## config.mk

```make
export PLATFORM = sky130hd
export DESIGN_NAME = up_fetch_flat
export DESIGN_NICKNAME = d
export VERILOG_FILES = /design/src/rtl/up_pkg.sv /design/src/rtl/up_fetch_if.sv /design/src/rtl/up_fetch_fifo.sv /design/src/rtl/up_fetch.sv /design/src/flat_wrapper.sv
export SDC_FILE = /design/constraint.sdc
export NUM_CORES = 1
export LEC_CHECK = 0
export CAP_MARGIN = 40
export CORE_MARGIN = 3
export CORE_UTILIZATION = 30
export DETAILED_ROUTE_END_ITERATION = 10
export GPL_TIMING_DRIVEN = 0
export SYNTH_ARGS = -nofsm -noshare
export SYNTH_HDL_FRONTEND = slang
export SYNTH_SLANG_ARGS = --single-unit
```

## constraint.sdc

```tcl
create_clock -name clk -period 5.15 [get_ports clk]
set_input_delay 1.03 -clock clk [delete_from_list [all_inputs] [get_ports clk]]
set_output_delay 1.03 -clock clk [all_outputs]
set_load 0.01 [all_outputs]
```

## src/rtl/up_pkg.sv

```systemverilog
// Shared types and constants for the 8-bit micro fetch path.
package up_pkg;

  localparam int UP_AW = 8;
  localparam int UP_DW = 8;
  localparam logic [UP_AW-1:0] UP_RESET_PC = 8'h00;

  typedef struct packed {
    logic [UP_AW-1:0] pc;
    logic [UP_DW-1:0] data;
  } fetch_entry_t;

  // Sequential program counter step; wraps 8'hFF -> 8'h00.
  function automatic logic [UP_AW-1:0] pc_next(input logic [UP_AW-1:0] pc);
    return pc + 8'd1;
  endfunction

endpackage

```

## src/rtl/up_fetch_if.sv

```systemverilog
// Fetch-stage bus: memory port, redirect and decoder handshake.
// master = fetch stage, slave = memory / execute / decoder side.
interface up_fetch_if;
  import up_pkg::*;

  logic [UP_AW-1:0] mem_address;
  logic [UP_DW-1:0] mem_data;
  logic             mem_re;
  logic             mem_busy;
  logic             jump;
  logic [UP_AW-1:0] jump_addr;
  logic [UP_DW-1:0] instr;
  logic [UP_AW-1:0] instr_pc;
  logic             instr_valid;
  logic             instr_ready;

  modport master (
    output mem_address, instr, instr_pc, instr_valid,
    input  mem_data, mem_re, mem_busy, jump, jump_addr, instr_ready
  );

  modport slave (
    input  mem_address, instr, instr_pc, instr_valid,
    output mem_data, mem_re, mem_busy, jump, jump_addr, instr_ready
  );

endinterface

```

## src/rtl/up_fetch_fifo.sv

```systemverilog
// Prefetch queue of {pc, data} entries. Flush beats push and pop.
module up_fetch_fifo
  import up_pkg::*;
#(
  parameter int DEPTH = 4,
  localparam int PW = $clog2(DEPTH),
  localparam int CW = PW + 1
) (
  input  logic         clk,
  input  logic         nRst,
  input  logic         push,
  input  logic         pop,
  input  logic         flush,
  input  fetch_entry_t wdata,
  output fetch_entry_t rdata,
  output logic         full,
  output logic         empty,
  output logic [CW-1:0] count
);

  localparam logic [PW-1:0] PTR_ONE = PW'(1);
  localparam logic [CW-1:0] CNT_ONE = CW'(1);
  localparam logic [CW-1:0] CNT_MAX = CW'(DEPTH);

  fetch_entry_t  mem_r [DEPTH];
  logic [PW-1:0] rd_r;
  logic [PW-1:0] wr_r;
  logic [CW-1:0] count_r;

  // Queue storage, pointers and occupancy; pointers wrap naturally.
  always_ff @(posedge clk or negedge nRst) begin
    if (!nRst) begin
      for (int i = 0; i < DEPTH; i++) mem_r[i] <= '0;
      rd_r    <= '0;
      wr_r    <= '0;
      count_r <= '0;
    end else if (flush) begin
      rd_r    <= '0;
      wr_r    <= '0;
      count_r <= '0;
    end else begin
      if (push) begin
        mem_r[wr_r] <= wdata;
        wr_r        <= wr_r + PTR_ONE;
      end
      if (pop) rd_r <= rd_r + PTR_ONE;
      case ({push, pop})
        2'b10:   count_r <= count_r + CNT_ONE;
        2'b01:   count_r <= count_r - CNT_ONE;
        default: count_r <= count_r;
      endcase
    end
  end

  assign rdata = mem_r[rd_r];
  assign full  = (count_r == CNT_MAX);
  assign empty = (count_r == '0);
  assign count = count_r;

endmodule

```

## src/rtl/up_fetch.sv

```systemverilog
// Instruction fetch stage: program counter, jump redirect/flush and prefetch
// queue toward the decoder.
// Optional: define UP_FETCH_STALL_CNT_EN to add the stall_cnt[15:0] output
// counting cycles where the decoder is ready but nothing is queued.
module up_fetch
  import up_pkg::*;
#(
  parameter int               DEPTH    = 4,
  parameter logic [UP_AW-1:0] RESET_PC = UP_RESET_PC
) (
  input  logic        clk,
  input  logic        nRst,
  up_fetch_if.master  bus
`ifdef UP_FETCH_STALL_CNT_EN
  ,
  output logic [15:0] stall_cnt
`endif
);

  localparam int CW = $clog2(DEPTH) + 1;

  logic [UP_AW-1:0] pc_r;
  fetch_entry_t     last_r;
  fetch_entry_t     head_s;
  fetch_entry_t     wdata_s;
  logic             full_s;
  logic             empty_s;
  logic [CW-1:0]    count_s;
  logic             valid_s;
  logic             push_s;
  logic             pop_s;

  // Jump suppresses both queue operations; a pop frees a slot for a same-cycle push.
  assign valid_s = (count_s != '0);
  assign pop_s   = !empty_s && bus.instr_ready && !bus.jump;
  assign push_s  = bus.mem_re && !bus.mem_busy && !bus.jump && (!full_s || pop_s);
  assign wdata_s = '{pc: pc_r, data: bus.mem_data};

  up_fetch_fifo #(.DEPTH(DEPTH)) u_fifo (
    .clk   (clk),
    .nRst  (nRst),
    .push  (push_s),
    .pop   (pop_s),
    .flush (bus.jump),
    .wdata (wdata_s),
    .rdata (head_s),
    .full  (full_s),
    .empty (empty_s),
    .count (count_s)
  );

  // Program counter: redirect on jump, advance only when a byte is captured.
  always_ff @(posedge clk or negedge nRst) begin
    if (!nRst) begin
      pc_r <= RESET_PC;
    end else if (bus.jump) begin
      pc_r <= bus.jump_addr;
    end else if (push_s) begin
      pc_r <= pc_next(pc_r);
    end else begin
      pc_r <= pc_r;
    end
  end

  // Remember the last entry handed to the decoder so instr holds while empty.
  always_ff @(posedge clk or negedge nRst) begin
    if (!nRst) begin
      last_r <= '0;
    end else if (pop_s) begin
      last_r <= head_s;
    end else begin
      last_r <= last_r;
    end
  end

  assign bus.mem_address = pc_r;
  assign bus.instr_valid = valid_s;
  assign bus.instr       = valid_s ? head_s.data : last_r.data;
  assign bus.instr_pc    = valid_s ? head_s.pc   : last_r.pc;

`ifdef UP_FETCH_STALL_CNT_EN
  // Decoder-starved cycle counter; jump clear wins, saturates at all ones.
  always_ff @(posedge clk or negedge nRst) begin
    if (!nRst) begin
      stall_cnt <= 16'h0000;
    end else if (bus.jump) begin
      stall_cnt <= 16'h0000;
    end else if (bus.instr_ready && !valid_s && (stall_cnt != 16'hFFFF)) begin
      stall_cnt <= stall_cnt + 16'h0001;
    end else begin
      stall_cnt <= stall_cnt;
    end
  end
`endif

endmodule
```

## src/flat_wrapper.sv

```systemverilog
// flat-port wrapper written by rule: the top's interface ports become plain ports
module up_fetch_flat import up_pkg::*;
#(
  parameter int               DEPTH    = 4,
  parameter logic [UP_AW-1:0] RESET_PC = UP_RESET_PC
)
  (clk, nRst, bus_mem_address, bus_instr, bus_instr_pc, bus_instr_valid, bus_mem_data, bus_mem_re, bus_mem_busy, bus_jump, bus_jump_addr, bus_instr_ready);
  up_fetch_if bus_i ();
  input  logic clk;
  input  logic nRst;
  output wire logic [$bits(bus_i.mem_address)-1:0] bus_mem_address;
  output wire logic [$bits(bus_i.instr)-1:0] bus_instr;
  output wire logic [$bits(bus_i.instr_pc)-1:0] bus_instr_pc;
  output wire logic [$bits(bus_i.instr_valid)-1:0] bus_instr_valid;
  input wire logic [$bits(bus_i.mem_data)-1:0] bus_mem_data;
  input wire logic [$bits(bus_i.mem_re)-1:0] bus_mem_re;
  input wire logic [$bits(bus_i.mem_busy)-1:0] bus_mem_busy;
  input wire logic [$bits(bus_i.jump)-1:0] bus_jump;
  input wire logic [$bits(bus_i.jump_addr)-1:0] bus_jump_addr;
  input wire logic [$bits(bus_i.instr_ready)-1:0] bus_instr_ready;
  assign bus_mem_address = bus_i.mem_address;
  assign bus_instr = bus_i.instr;
  assign bus_instr_pc = bus_i.instr_pc;
  assign bus_instr_valid = bus_i.instr_valid;
  assign bus_i.mem_data = bus_mem_data;
  assign bus_i.mem_re = bus_mem_re;
  assign bus_i.mem_busy = bus_mem_busy;
  assign bus_i.jump = bus_jump;
  assign bus_i.jump_addr = bus_jump_addr;
  assign bus_i.instr_ready = bus_instr_ready;
  up_fetch #(.DEPTH(DEPTH), .RESET_PC(RESET_PC)) u_core (.clk(clk), .nRst(nRst), .bus(bus_i));
endmodule
```

==> out/qor.yml <==
drt-total-wl_um: 10150
ys_seq_area_share_pct: 49.83
muxShareOfSynthArea_pct: 34.04
dp_hpwl_um: 7021
synth_area_mm2: 0.004771
clkLatencyLatePin_ns: 0.34
netlist.top_cell.by_area: "dfrtp_1"
power.density_mw_per_mm2: 408.7
layout_commonest_cell: "dfrtp_1"
grt.overflow.total: 0
worst_slew_pin_slew_ns: 0.7904
layout_min_cycle_time_ns: 4.004
ctsResizeCount: 0
io_buffers: 44
layout_setup_ws_ns: 1.146
first_iter_violations: 128
nets: 394
path_buf_inv: 3
antenna_found_initial: 0
setup_viol: 0
place_ws_ns: 1.337
post-route-drc-count: 0
dieArea_mm2: 0.01745
maxSlewViolCount: 0
synth_top_family_by_area: "multiplexers"
ys_ff_latch: 95
clk_path_buf_depth: 2
synth-async-reset-ratio_pct: 100.0
synth-compound-area-share_pct: 2.255
cp.arrival_ns: 2.97
drive_gt1_share_pct: 40.43
coreArea_mm2: 0.01537
cp_top_family: "buffers and inverters"
maxSlewHeadroom_pct: 47.31
status: "finished clean"
required_ns: 4.12
die_h_um: 132.1
synth_xor_area_share_pct: 1.836
routabilityCongestion: 0.7220
start_util_pct: 31.04
slowest_stage: "clkbuf_1"
grt_usage_pct: 12.11
worstSetupEndpointType: "output port"
via_count: 2721
ys_warn_count: 0
synth.distinct_cells: 41
postSynthCellCount: 310
via_per_inst: 4.675
clk_pin_slew_ns: 0.06
grt_pass1_wl_um: 16530
cts_buffers: 9
cts_tree: "built"
finalHoldViolCount: 0
syn_avg_cell_area_um2: 15.39
max_freq_mhz: 249.8
power_mw: 2.375
post-route-period-util_pct: 77.75
synth_ff_type: "dfrtp_1"
cts_post_setup_buffers_inserted: 0
synth_top_area_share_pct: 49.83
hold_ws_ns: 0.5001
netlist_top_cells_area: "dfrtp_1, mux2_2, mux2_4"
hold_buffers: 0
rsz0062_at_grt: "false"
cp-start-kind: "register"
grt_start_max_net_pins: 59
slowest_delay_ns: 0.66
layout_common_cells: "dfrtp_1, mux2_2, clkdlybuf4s50_1, mux2_4, mux4_2"
synth_edf_count: 0
vdd_drop_max_mv: 0.1751
clkSinkCount: 95
wl_per_cell_um: 17.44
die_w_um: 132.1
synthToLayoutAreaGrowth_pct: 21.82
cts_root_buf: "clkbuf_16"
synth-adder-area-share_pct: 1.731
maxCapViolCount: 0
ant_nets: 0
first_pass_iters: 4
cts_max_level: 3
num_rows: 45
cp_max_fo: 10
leakagePower_nw: 2.493
io_pins: 47
num_antenna_cells: 0
grt_pass1_vias: 2934
critPathMostFrequentCell: "clkbuf_1"
synth-simple-area-share_pct: 6.793
skew_ns: 0.006292
path_cells: "clkbuf_1 > clkbuf_1 > mux4_2 > mux2_2 > clkdlybuf4s50_1"
worstHoldPathType: "register to register"
synth_nets: 338
critPathKind: "register to output port"
power breakdown:
group | switching [mW] | leakage, nW | total [mW] | internal [mW]
Clock | 0.270 | 0.149 | 0.687 | 0.417
Sequential | 0.101 | 1.23 | 1.01 | 0.913
Combinational | 0.238 | 1.12 | 0.675 | 0.437
Total | 0.609 | 2.49 | 2.38 | 1.77
worst paths after layout:
check | startpoint | end | slack [ns] | cells past startpoint
hold reg to reg | u_core.u_fifo.mem_r[16] | u_core.u_fifo.mem_r[16] | 0.50 | 1
setup reg to reg | u_core.u_fifo.count[0] | u_core.u_fifo.count[2] | 2.42 | 8
min in group asynchronous | nRst | u_core.u_fifo.mem_r[41] | 0.68 | 1
setup / recovery | u_core.u_fifo.rd_r[1] | bus_instr_pc[2] | 1.15 | 5
hold / removal | u_core.u_fifo.mem_r[16] | u_core.u_fifo.mem_r[16] | 0.50 | 1
max in group asynchronous | nRst | u_core.u_fifo.mem_r[63] | 3.81 | 2
synthesized netlist by cell type, types with 2 or more instances:
library cell / count
xor2_1: 7
nor2_1: 7
mux2_2: 58
nand3_1: 7
nor3b_4: 4
ha_1: 5
nand4_1: 3
a211oi_1: 2
dfrtp_1: 95
buf_2: 4
xnor2_1: 3
a21oi_1: 2
mux2_4: 40
buf_12: 4
o21ai_0: 7
inv_1: 3
nand2_1: 10
a21o_1: 2
nor3_1: 3
clkbuf_1: 6
buf_6: 3
mux4_2: 16
layout make-up:
cell class | count | area [um2]
Fill cell | 1441 | 9559
Sequential cell | 95 | 2377
Multi-Input combinational cell | 195 | 2226
Timing Repair Buffer | 45 | 465.4
Clock buffer | 14 | 274.0
Tap cell | 211 | 264.0
Buffer | 17 | 156.4
Clock inverter | 2 | 37.54
Inverter | 3 | 11.26
metrics by stage:
stage | utilization (%) | std cells | TNS (ns) | cell area [um2]
2_1_floorplan | - | 310 | 0 | 4771
3_3_place_gp | 35.62 | 565 | -39.75 | 5475
3_5_place_dp | 35.78 | 566 | 0 | 5500
4_1_cts | 37.81 | 582 | 0 | 5812
5_1_grt | 37.81 | 582 | 0 | 5812
6_report | 37.81 | 582 | 0 | 5812
worst reg2reg max path, delay by kind of cell, from the launching register on:
family                     cells  cell delay [ns]
and+or+nand+nor                4             1.17
DFF                            1             0.48
adders and majority gates      1             0.44
AOI/OAI and AO/OA              2             0.33
buffers and inverters          1             0.23
state kept, by name (all words and copies together) (netlist names):
| register | cells |
|---|---|
| u_core.bus.mem_address | 8 |
| u_core.last_r | 16 |
| u_core.u_fifo.count | 3 |
| u_core.u_fifo.mem_r | 64 |
| u_core.u_fifo.rd_r | 2 |
| u_core.u_fifo.wr_r | 2 |
logic make-up after synthesis:
group	after synthesis
adders and majority gates	6
DFF	95
and+or+nand+nor	47
muxes	115
xor gates and xnor gates	10
buffers and inverters	20
AOI/OAI and AO/OA	17
metal layers:
layer / track usage, % / vias up / wire length, um / part of all wire [%]
li1: - / 1247 / - / -
met3: 2.786 / 7 / 272 / 2.7
met4: 3.326 / 0 / 74 / 0.73
met2: 19.61 / 44 / 5022 / 49
met5: 0 / - / 0 / 0
met1: 16.39 / 1423 / 4778 / 47
Power figures use the tool's default switching activity.
